===== src/rtl/shift_pkg.sv =====
// Shared encodings for the iterative shifter: ALU shift modes and controller states.
package shift_pkg;

  typedef enum logic [1:0] {
    ALU_SLL = 2'b00,
    ALU_SRL = 2'b01,
    ALU_ROR = 2'b10,
    ALU_SRA = 2'b11
  } alu_op_t;

  typedef enum logic [1:0] {
    ST_IDLE  = 2'd0,
    ST_SHIFT = 2'd1,
    ST_DONE  = 2'd2
  } state_t;

endpackage : shift_pkg


===== src/rtl/shift_step.sv =====
// Combinational single-step shifter: moves acc by 0..STEP positions in the given mode.
// Rotate-right is built only when ITER_SHIFTER_ROTATE_EN is defined; otherwise ROR acts as SRL.
module shift_step
  import shift_pkg::*;
#(
  parameter int unsigned WIDTH = 32,
  parameter int unsigned STEP  = 4,
  localparam int unsigned AW   = $clog2(STEP) + 1
) (
  input  logic [WIDTH-1:0] acc_i,
  input  logic [AW-1:0]    amt_i,
  input  alu_op_t          mode_i,
  output logic [WIDTH-1:0] res_o
);

  always_comb begin
    res_o = acc_i >> amt_i;
    case (mode_i)
      ALU_SLL: res_o = acc_i << amt_i;
      ALU_SRL: res_o = acc_i >> amt_i;
      // Arithmetic shift replicates the current MSB of acc on every step.
      ALU_SRA: res_o = WIDTH'($signed(acc_i) >>> amt_i);
`ifdef ITER_SHIFTER_ROTATE_EN
      ALU_ROR: res_o = WIDTH'({acc_i, acc_i} >> amt_i);
`else
      ALU_ROR: res_o = acc_i >> amt_i;
`endif
      default: res_o = acc_i >> amt_i;
    endcase
  end

endmodule : shift_step


===== src/rtl/iter_shifter.sv =====
// Multi-cycle barrel-shift replacement: shifts at most STEP positions per cycle until shamt is consumed.
// Optional rotate-right support is enabled with the ITER_SHIFTER_ROTATE_EN macro.
module iter_shifter
  import shift_pkg::*;
#(
  parameter int unsigned WIDTH = 32,
  parameter int unsigned STEP  = 4
) (
  input  logic                     clk,
  input  logic                     rst,
  input  logic                     start,
  input  logic [WIDTH-1:0]         b,
  input  logic [$clog2(WIDTH)-1:0] shamt,
  input  logic [1:0]               alufun,
  output logic                     busy,
  output logic                     done,
  output logic [WIDTH-1:0]         y
);

  localparam int unsigned CW = $clog2(WIDTH);
  localparam int unsigned AW = $clog2(STEP) + 1;

  state_t           state_q;
  alu_op_t          mode_q;
  logic [WIDTH-1:0] acc_q, acc_d;
  logic [CW-1:0]    cnt_q, cnt_d;
  logic [AW-1:0]    step_amt;
  logic             last_step;
  logic             busy_q, done_q;

  // Final step consumes whatever remains of the count (possibly zero).
  always_comb begin
    last_step = (cnt_q < CW'(STEP));
    step_amt  = last_step ? AW'(cnt_q) : AW'(STEP);
    cnt_d     = last_step ? '0 : cnt_q - CW'(STEP);
  end

  shift_step #(
    .WIDTH (WIDTH),
    .STEP  (STEP)
  ) u_step (
    .acc_i  (acc_q),
    .amt_i  (step_amt),
    .mode_i (mode_q),
    .res_o  (acc_d)
  );

  always_ff @(posedge clk) begin
    if (rst) begin
      state_q <= ST_IDLE;
      mode_q  <= ALU_SLL;
      acc_q   <= '0;
      cnt_q   <= '0;
      busy_q  <= 1'b0;
      done_q  <= 1'b0;
    end else begin
      done_q <= 1'b0;
      case (state_q)
        ST_IDLE, ST_DONE: begin
          if (start) begin
            acc_q   <= b;
            cnt_q   <= shamt;
            mode_q  <= alu_op_t'(alufun);
            state_q <= ST_SHIFT;
            busy_q  <= 1'b1;
          end else begin
            state_q <= ST_IDLE;
          end
        end
        // start is deliberately not looked at while shifting.
        ST_SHIFT: begin
          acc_q <= acc_d;
          cnt_q <= cnt_d;
          if (last_step) begin
            state_q <= ST_DONE;
            busy_q  <= 1'b0;
            done_q  <= 1'b1;
          end
        end
        default: begin
          state_q <= ST_IDLE;
          busy_q  <= 1'b0;
        end
      endcase
    end
  end

  assign busy = busy_q;
  assign done = done_q;
  assign y    = acc_q;

endmodule : iter_shifter


===== config.mk =====
export PLATFORM = sky130hd
export DESIGN_NAME = iter_shifter
export DESIGN_NICKNAME = d
export VERILOG_FILES = /design/src/rtl/shift_pkg.sv /design/src/rtl/shift_step.sv /design/src/rtl/iter_shifter.sv
export SDC_FILE = /design/constraint.sdc
export NUM_CORES = 1
export LEC_CHECK = 0
export ABC_AREA = 1
export CELL_PAD_IN_SITES_DETAIL_PLACEMENT = 1
export CELL_PAD_IN_SITES_GLOBAL_PLACEMENT = 2
export CORE_ASPECT_RATIO = 0.9
export CORE_MARGIN = 4
export CORE_UTILIZATION = 27
export CTS_CLUSTER_DIAMETER = 60
export CTS_CLUSTER_SIZE = 12
export DETAILED_ROUTE_END_ITERATION = 8
export PLACE_DENSITY = 0.83
export SKIP_CTS_REPAIR_TIMING = 1
export SYNTH_ARGS = -nofsm -noshare
export SYNTH_HDL_FRONTEND = slang
export SYNTH_SLANG_ARGS = --single-unit

===== constraint.sdc =====
create_clock -name clk -period 2.15 [get_ports clk]
set_input_delay 0.3225 -clock clk [delete_from_list [all_inputs] [get_ports clk]]
set_output_delay 0.3225 -clock clk [all_outputs]
set_load 0.01 [all_outputs]

# Word level (Yosys, flattened, before mapping)
# Index checks and enable logic that the tools add are counted.
# op_classes
n_addsub	1
shift	3
magnitude_cmp	1
eq_ne	7
n_reduce_logical	9
bitwise	1
mux	14
# ops
op	count
case mux 32 bit (3 select lines)	1
case mux 32 bit (2 select lines)	1
2-to-1 mux 32 bit	1
left shift 32 x 3 -> 32 bit	1
>> shifter 32 x 3 -> 32 bit	1
>>> shifter 32 x 3 -> 32 bit	1
2-to-1 mux 5 bit	2
case mux 5 bit (2 select lines)	1
equality test 2 bit (second input constant)	3
AND reduction 2 bit	3
OR reduction 2 bit	3
less-than comparator 5 x 3 -> 1 bit (second input constant)	1
subtractor 5 x 3 -> 5 bit (second input constant)	1
equality test 2 x 1 -> 1 bit (second input constant)	2
zero test 2 bit	2
2-to-1 mux 1 bit	4
!= test 2 bit (second input constant)	2
case mux 2 bit (2 select lines)	1
2-to-1 mux 3 bit	1
2-to-1 mux 2 bit	1
case mux 1 bit (2 select lines)	1
nonzero test 2 bit	1
inverter 1 bit	1
# word_totals
register_bits	43
word_cells	42
input_bits	42
output_inout_bits	34

# Depth between registers and ports, before layout
# Gate-level depths: netlist (run 1).
# depth
depth_word	5
mapped_depth	12
depth_no_buf	12

# Cells and area by module
# From an unflattened synthesis (run 1), not the netlist that was laid out.
# unflattened
cells_unflattened	757
hier_area_um2	4356.7
# by_module_without_submodules
module	cells_each	n_inst	seq_area_each_um2	area_each_um2
shift_step	483	1	0.0	2290.9
iter_shifter	274	1	860.8	2065.7

# Worst setup path after synthesis (run 1)
# Ideal clock, no wire load.
# synth_timing
path_type	register to register
start	register mode_q[0]
end	register acc_q[10], in the netlist y[10]
setup_ns	0.070
path_buffers	1
period_less_slack_ns	1.697
path_stages_with_launch	12
arrival_ns	1.626
setup_slack_ns	0.453
path_cell_list	dfxtp_1 > inv_1 > ha_1 > clkinv_1 > nor2_4 > inv_1 > buf_2 > nor2_1 > nor2_1 > nand2_1 > nand2_1 > a21oi_1
# synth_via
elab_chain_len	4
# synth_lines
element	line	text
from (decl)	iter_shifter.sv:24	alu_op_t mode_q;
from (signal assigned)	iter_shifter.sv:63	mode_q <= alu_op_t'(alufun);
equality test 2 x 1 -> 1 bit or equality test 2 bit (tied branches)	shift_step.sv:18	case (mode_i)
OR reduction 2 bit (no source line)	--	
case mux 32 bit (3 select lines) (*)	shift_step.sv:18	
case mux 32 bit (2 select lines) (*)	iter_shifter.sv:58	case (state_q)
to (signal assigned)	iter_shifter.sv:52	acc_q <= '0;
to (signal assigned)	iter_shifter.sv:61	acc_q <= b;
to (signal assigned)	iter_shifter.sv:72	acc_q <= acc_d;
to (decl)	iter_shifter.sv:25	logic [WIDTH-1:0] acc_q, acc_d;
# Mark *: on every way between the ends. The rest lies on a longest branch, timed or not.
# A chain may end at the register's enable or synchronous reset.

# Final worst setup path (run 1)
# layout_timing
start	register cnt_q[4]
end	register acc_q[27], in the netlist y[27]
# layout_via
elab_chain_len	5
# layout_lines
element	line	text
from (decl)	iter_shifter.sv:26	logic [CW-1:0] cnt_q, cnt_d;
from (signal assigned)	iter_shifter.sv:62	cnt_q <= shamt;
from (signal assigned)	iter_shifter.sv:73	cnt_q <= cnt_d;
less-than comparator 5 x 3 -> 1 bit (*)	iter_shifter.sv:33	last_step = (cnt_q < CW'(STEP));
2-to-1 mux 3 bit (*)	iter_shifter.sv:34	step_amt = last_step ? AW'(cnt_q) : AW'(STEP);
>> shifter 32 x 3 -> 32 bit, or another cell as far along	shift_step.sv:20, shift_step.sv:26	
case mux 32 bit (3 select lines) (*)	shift_step.sv:18	
case mux 32 bit (2 select lines) (*)	iter_shifter.sv:58	
# Marked as above.

==> results.md, run 1 <==
- Slew Limit Fails: 0
- Final TNS setup: 0 ns
- #FFs+latches synth: 43
- Die footprint: 18900 sq um
- GPL Wtd Cong: 0.844
- Max FO, Critical Path: 31
- CTS Buffer Depth: 2
- Initial antenna violation count: 0
- RSZ-0062 raised after global routing: false
- Synth warnings: 0
- Post-synth EDFFs: 0
- Max_cap viols: 0
- Antenna Cells: 0
- Hold crit path type: flop to flop
- Final Hold Fails: 0
- TritonCTS clock tree: done
- Slew headroom: 74.7%
- Synth area leader: nand3_1
- Mapped cell area: 4530 sq um
- Htree depth: 2
- Wire per inst: 17.7 um
- Die height: 131 um
- Starting Density: 27.8%
- Peak VDD IR: 0.369 mV
- Clk Latency, worst-skew pair: 0.30 ns
- Worst Setup End Kind: flop
- 1st-iter DRT viols: 505
- Remaining DRCs: 0
- Synth cell count leaders: nand2_1 (216), nand3_1 (209), nor2_1 (92)
- Final WL: 19500 um
- Vias in the first global route: 5981
- Pre-antenna DRT Iters: 5
- Minimum clock period: 1.83 ns
- Avg Inst Size Synth: 5.40 sq um
- Run status: complete, no violations
- Highest Clock Rate: 0.548 GHz
- Layout area overhead: 28.9%
- Post-synth top area share: 23.1%
- CTS Buf Count: 5
- First-pass GRT wire length: 31800 um
- Required @ worst endpoint: 2.38 ns
- Final nets: 938
- CP Data Arrival Time: 2.06 ns
- Tcrit/Tclk final: 84.9%
- WHS: 0.487 ns
- Clock root buffer: clkbuf_16
- Number of cell rows: 44
- Most frequent cell after synthesis: nand2_1
- Avg Vias per Cell: 5.43
- Tot GR Track Use: 21.1%
- Share of layout cells above drive strength 1: 6.38%
- Vias: 5974
- Post-Synthesis Cells: 838
- Ports: 76
- Post-DP HPWL: 14100 um
- DRT antenna net count: 0
- Top post-synthesis cells by area: nand3_1 (23%), dfxtp_1 (19%), nand2_1 (18%), nor2_1 (7.6%), nand4_1 (7.2%)
- Synth unique cells: 30
- Largest net degree at the start of global routing: 41
- Startpoint Class: flop
- Fillers: 2177
- Die width: 145 um
- Worst slew pin tran: 0.379 ns
- Final setup violation count: 0
- Synthesized Nets: 883
- PwrDens: 705 nW/um^2
- Sequential area share after synthesis: 19.0%
- CTS sink cnt: 43
- Gr ovfl total: 0
- Lkg Pwr: 2.49 nW
- Port Buffer Count: 75
- Asr flop ratio synth: 0%
- Critical path class: flop to flop
- Synth Flop Type: dfxtp_1
- Worst Skew: 0.00306 ns
- Clock-pin transition on the worst setup and hold timing paths: 0.07 ns
- Core ar.: 16300 sq um
-- registers in the layout (all words and copies together) (netlist names) --
name     flops
cnt_q        5
busy         1
y           32
state_q      2
done         1
mode_q       2
-- metrics by stage --
step	power (mW)	instances	setup WS, ns	cell area (sq um)	util (%)
6_report	4.11	1101	0.324	5840	35.8
5_1_grt	4.42	1101	0.0969	5840	35.8
4_1_cts	4.14	1101	0.247	5830	35.8
3_5_place_dp	3.07	1093	0.264	5640	34.6
3_3_place_gp	3.05	1093	0.288	5640	34.6
2_1_floorplan	2.26	838	0.453	4530	-
-- critical path: stages (launching register included) --
cell	delay (ns)
dfxtp_1	0.48
nor2_8	0.09
nand3_2	0.13
buf_4	0.36
nand3_1	0.16
nand3_1	0.11
nand3_1	0.14
nand2_1	0.10
nand2_1	0.05
a21oi_1	0.13
-- cell families after synthesis --
kind of cell	count (synthesis)	share of synthesized area [%]
AND/OR/NAND/NOR	580	58.0
flip-flops	43	19.0
AO/OA/AOI/OAI	89	11.0
adder cells (fa/ha/maj)	3	0.829
buffers and inverters	123	11.2
-- final timing paths --
path / to / start / slack, ns / cells after the start
max: y[27] / cnt_q[4] / 0.32 / 9
min: busy / busy / 0.49 / 2
max reg2reg: y[27] / cnt_q[4] / 0.32 / 9
min reg2reg: busy / busy / 0.49 / 2
-- area by class of cell --
| type | count | area [sq um] | area share, % |
|---|---|---|---|
| multi-input cells | 672 | 3180 | 54.4 |
| repair buffers | 110 | 1120 | 19.1 |
| flip-flops and latches | 43 | 862 | 14.8 |
| well taps | 207 | 259 | 4.44 |
| inverters | 61 | 229 | 3.92 |
| clock buffers | 5 | 125 | 2.14 |
| clock inverters | 3 | 67.6 | 1.16 |
-- per-layer routing --
| layer | track usage [%] | vias to the layer above | part of all wire [%] |
|---|---|---|---|
| met5 | 0 | - | 0 |
| met3 | 2.51 | 24 | 3.1 |
| met1 | 29.6 | 2864 | 49 |
| met2 | 34.7 | 130 | 46 |
| li1 | - | 2956 | - |
| met4 | 4.72 | 0 | 1.7 |
-- cell usage in the layout, fill, tap and decap left out, types with 2 or more instances in the layout --
| master | count |
|---|---|
| nand2_1 | 216 |
| nand3_1 | 209 |
| nor2_1 | 90 |
| clkdlybuf4s50_1 | 75 |
| inv_1 | 56 |
| nand4_1 | 52 |
| a21oi_1 | 52 |
| dfxtp_1 | 42 |
| buf_4 | 26 |
| o21ai_0 | 15 |
| buf_12 | 8 |
| o31ai_1 | 5 |
| clkbuf_16 | 5 |
| inv_2 | 4 |
| nor2_4 | 4 |
| nor3_1 | 4 |
| a31oi_1 | 4 |
| o211ai_1 | 4 |
| o21ai_1 | 3 |
| ha_1 | 3 |
| nand3_2 | 2 |
| o2111ai_1 | 2 |
| o211a_1 | 2 |
| bufinv_16 | 2 |
-- where the power goes --
part	internal [mW]	leakage (nW)	switching [mW]	total (mW)
Clock	0.668	0.0900	0.394	1.06
Combinational	0.764	2.04	1.28	2.05
Sequential	0.887	0.356	0.120	1.01
Power figures use the tool's default switching activity.
==> inputs of run 2 (changes only) <==
Clock period 2.15 ns to 1.9 ns, I/O delays scaled along.
==> run 2 against run 1 <==
Register-to-register slack got worse by 0.21 ns. Combinational power is 21% higher. Via count grew 1.4%. Total power increased by 12%. Clock skew up 0.0011 ns. Global-route usage up 0.62 points. First-iteration DRC count decreased by 9.9%. Sequential share of layout area is 0.35 points lower. Cell count rose by 0.82%. Count of clock-buffer cells in the layout increased by 1. Flip-flop and latch count unchanged. Die area unchanged. Critical path type unchanged.
==> results.md, run 2 (same netlist as run 1, synthesis figures left out) <==
- Die height: 131 um
- Starting Density: 27.8%
- Pre-antenna DRT Iters: 5
- Critical path's slowest cell: dfxtp_1
- Commonest non-fill, non-tap cell in the layout: nand2_1
- CTS Buf Count: 5
- Required @ worst endpoint: 2.14 ns
- Final WL: 20300 um
- Highest Clock Rate: 0.559 GHz
- Most used cell, CP: nand2_1
- CTS Buffer Depth: 2
- Avg Vias per Cell: 5.46
- CP max stage delay: 0.32 ns
- Top cell family by delay on the critical path: simple AND/OR/NAND/NOR gates
- 1st-iter DRT viols: 455
- Die footprint: 18900 sq um
- Final core occ: 37.0%
- Worst Skew: 0.00416 ns
- Max_cap viols: 0
- Worst Setup End Kind: flop
- PnR worst setup slack: 0.111 ns
- Critical Path, Cell by Cell: inv_1 > ha_1 > clkinvlp_4 > nor2_4 > buf_4 > nand3_1 > nand2_1 > nor2_1 > nand2_1 > nand2_1 > a21oi_1
- Placed cells: 1102
- Core ar.: 16300 sq um
- Slew headroom: 75.9%
- Tcrit/Tclk final: 94.2%
- Initial antenna violation count: 0
- Htree depth: 2
- Clk Latency, worst-skew pair: 0.31 ns
- CTS sink cnt: 43
- Most frequent cells in the layout: nand2_1 (213), nand3_1 (209), nor2_1 (89)
- Run status: complete, no violations
- Crit path buf inv count: 3
- Port Buffer Count: 75
- Antenna Cells: 0
- Final Non-Filler Cells: 1110
- Vias in the first global route: 6036
- Max FFs per register: 32
- DRT antenna net count: 0
- Share of layout cells above drive strength 1: 8.42%
- Max FO, Critical Path: 7
- Lkg Pwr: 2.56 nW
- Peak VDD IR: 0.391 mV
- Startpoint Class: flop
- Fillers: 2218
- Dpl ws: -0.0571 ns
- Final setup violation count: 0
- Gr ovfl total: 0
- TritonCTS clock tree: done
- Layout area overhead: 33.0%
- Clock root buffer: clkbuf_16
- Ports: 76
- Worst slew pin tran: 0.362 ns
- Critical path class: flop to flop
- CP Data Arrival Time: 2.03 ns
- Clock-pin transition on the worst setup and hold timing paths: 0.07 ns
- Post-DP HPWL: 14400 um
- Slew Limit Fails: 0
- First-pass GRT wire length: 32600 um
- Vias: 6057
- Final nets: 948
- Largest net degree at the start of global routing: 40
- Die width: 145 um
- RSZ-0062 raised after global routing: true
- Tot GR Track Use: 21.7%
- Final Hold Fails: 0
- GPL Wtd Cong: 0.870
- Minimum clock period: 1.79 ns
- Hold crit path type: flop to flop
- Number of cell rows: 44
- Remaining DRCs: 0
- Wire per inst: 18.3 um
- PwrDens: 762 nW/um^2
run 2: cell types whose count changed in the layout (fill, tap and decap cells not counted), moves of 3 or more:
cell     change
inv_4        +3
nand2_2      +3
nand2_1      -3
dfxtp_1      -3
inv_2        -3
buf_12       +7
run 2: layer usage:
layer,GRT usage [%],vias up,share of wire (%),wire length [um]
met5,0,-,0,0
met4,5.70,0,1.8,367
met2,35.7,154,47,9530
met1,30.1,2896,47,9620
li1,-,2977,-,-
met3,2.66,30,3.7,753
run 2: power by group:
group / internal [mW] / leakage, nW / total [mW] / switching [mW]
Sequential: 1.01 / 0.357 / 1.15 / 0.141
Clock: 0.516 / 0.0727 / 0.949 / 0.433
Combinational: 0.969 / 2.13 / 2.49 / 1.52
run 2: area by class of cell:
type / instances / area (sq um) / share of cell area, %
Sequential cell: 43 / 868 / 14.4
Inverter: 61 / 240 / 3.99
Clock buffer: 6 / 139 / 2.31
Timing Repair Buffer: 120 / 1290 / 21.5
Tap cell: 207 / 259 / 4.30
Multi-Input combinational cell: 672 / 3220 / 53.4
Clock inverter: 1 / 5.00 / 0.0831
run 2: through the flow:
stage	hold slack (ns)	setup TNS (ns)	cell area, sq um	power [mW]
after CTS	0.486	-0.158	5950	4.56
after floorplan	0.434	0	4530	2.56
after detailed placement	0.476	-0.101	5810	3.60
after global placement	0.459	-0.0179	5810	3.58
after global routing	0.512	-0.0167	6020	4.92
final	0.482	0	6020	4.59
run 2: final timing paths:
| check | slack (ns) | end | depth (start not counted) | from |
|---|---|---|---|---|
| max reg2reg | 0.11 | y[20] | 11 | mode_q[0] |
| min | 0.48 | mode_q[1] | 2 | mode_q[1] |
| max | 0.11 | y[20] | 11 | mode_q[0] |
| min reg2reg | 0.48 | mode_q[1] | 2 | mode_q[1] |
run 2: tightest hold or removal path, cell delays in order, from the launching register on:
cell	delay (ns)
dfxtp_1	0.31
inv_1	0.07
a21oi_1	0.06
==> inputs of run 3 (changes only) <==
Settings changed: CTS_BUF_LIST set to sky130_fd_sc_hd__clkbuf_16.
==> run 3 against run 2 <==
Via count grew 0.20%. Global-route usage did not move. First-iteration DRC count fell by 1.1%. Wire length is essentially flat. Die area is the same. Register-to-register slack barely moved. Count of clock-buffer cells in the layout fell by 1. Maximum frequency rose by 0.14%. Hold slack about the same. Critical path depth did not move. Sequential share of layout area is essentially flat.
==> results.md, run 3 (same netlist as run 1, synthesis figures left out) <==
- Final core occ: 36.9%
- Startpoint Class: flop
- Highest Clock Rate: 0.560 GHz
- Most used cell, CP: nand2_1
- Wire per inst: 18.3 um
- PwrDens: 756 nW/um^2
- Critical path's slowest cell: dfxtp_1
- Lkg Pwr: 2.56 nW
- Hold crit path type: flop to flop
- Reg-to-reg endpoint: y[20]
- DRT antenna net count: 0
- Tot Pwr: 4.55 mW
- Htree depth: 2
- Tcrit/Tclk final: 94.0%
- Pre-antenna DRT Iters: 5
- Final Hold Fails: 0
- FF+latch area: 868 sq um
- Antenna Cells: 0
- Slew headroom: 76.1%
- Die footprint: 18900 sq um
- Critical Path, Cell by Cell: inv_1 > ha_1 > clkinvlp_4 > nor2_4 > buf_4 > nand3_1 > nand2_1 > nor2_1 > nand2_1 > nand2_1 > a21oi_1
- Commonest non-fill, non-tap cell in the layout: nand2_1
- CTS sink cnt: 43
- Clk Latency, worst-skew pair: 0.31 ns
- Final nets: 948
- Final setup violation count: 0
- Port Buffer Count: 75
- WHS: 0.482 ns
- Gr ovfl total: 0
- First-pass GRT wire length: 32600 um
- GPL Wtd Cong: 0.870
- CP Data Arrival Time: 2.03 ns
- Avg Vias per Cell: 5.47
- Worst slew pin tran: 0.359 ns
- Tot GR Track Use: 21.7%
- Fillers: 2218
- Final WL: 20300 um
- Run status: complete, no violations
- 1st-iter DRT viols: 450
- Worst Setup End Kind: flop
- Starting Density: 27.8%
- Die height: 131 um
- Layout area overhead: 32.8%
- RR Startpoint: mode_q[0]
- Most frequent cells in the layout: nand2_1 (213), nand3_1 (209), nor2_1 (89)
- Slew Limit Fails: 0
- Max FFs per register: 32
- Vias: 6069
- Cell count of the worst reg-to-reg path: 11
- Post-DP HPWL: 14400 um
- TritonCTS clock tree: done
- Final TNS setup: 0 ns
- Clock-pin transition on the worst setup and hold timing paths: 0.07 ns
- Start point of the critical path: mode_q[0]
- Number of cell rows: 44
- Worst Skew: 0.00406 ns
- Die width: 145 um
- Worst setup path end: y[20]
- Core ar.: 16300 sq um
- Vias in the first global route: 6036
- Remaining DRCs: 0
- Max FO, Critical Path: 7
- Clock root buffer: clkbuf_16
- Max_cap viols: 0
- Critical path class: flop to flop
- Reg-to-reg setup timing slack: 0.11 ns
- Area occupied by multi-input gates: 3220 sq um
- Ports: 76
- CTS Buf Count: 5
- RSZ-0062 raised after global routing: true
- CTS Buffer Depth: 2
- CP max stage delay: 0.32 ns
- Required @ worst endpoint: 2.14 ns
- Peak VDD IR: 0.392 mV
- Share of layout cells above drive strength 1: 8.31%
- Largest net degree at the start of global routing: 40
- Initial antenna violation count: 0
- Minimum clock period: 1.79 ns
-- run 3: worst min path at each step --
stage | from | endpoint | slack (ns) | cells after the start
after floorplan | shamt[0] | cnt_q[0] | 0.43 | 2
after global placement | busy | busy | 0.46 | 2
after detailed placement | mode_q[1] | mode_q[1] | 0.48 | 2
after CTS | mode_q[1] | mode_q[1] | 0.49 | 2
after global routing | mode_q[1] | mode_q[1] | 0.51 | 2
final | mode_q[1] | mode_q[1] | 0.48 | 2
-- run 3: routing by layer --
| layer | up-vias | share of wire, % | wire length (um) | track usage [%] |
|---|---|---|---|---|
| li1 | 2974 | - | - | - |
| met1 | 2921 | 47 | 9600 | 30.1 |
| met2 | 145 | 47 | 9490 | 35.7 |
| met3 | 29 | 4.0 | 809 | 2.66 |
| met4 | 0 | 2.0 | 397 | 5.70 |
| met5 | - | 0 | 0 | 0 |
-- run 3: cell type report --
| class | count | area share, % |
|---|---|---|
| multi-input combinational | 672 | 53.5 |
| timing repair buffer | 120 | 21.5 |
| sequential | 43 | 14.4 |
| tap | 207 | 4.31 |
| inverter | 61 | 3.99 |
| clock buffer | 5 | 2.08 |
| clock inverter | 2 | 0.146 |
-- run 3: critical path: cells and delay by family, from the launching register on --
family,cells,cell delay [ns]
fa+ha+maj,1,0.22
compound gates,1,0.11
buf+inv,3,0.50
flops,1,0.32
simple gates,6,0.56
-- run 3: through the flow --
step	cell area, sq um	setup slack, ns	instances
floorplan	4530	0.203	838
detailed placement	5810	-0.0571	1102
global placement	5810	-0.0146	1102
finish	6010	0.113	1110
CTS	5940	-0.0868	1109
global route	6010	-0.00766	1110
-- run 3: power breakdown --
| part | switching, mW | total (mW) | internal [mW] |
|---|---|---|---|
| sequential | 0.140 | 1.15 | 1.01 |
| combinational | 1.52 | 2.49 | 0.969 |
| clock | 0.431 | 0.907 | 0.476 |
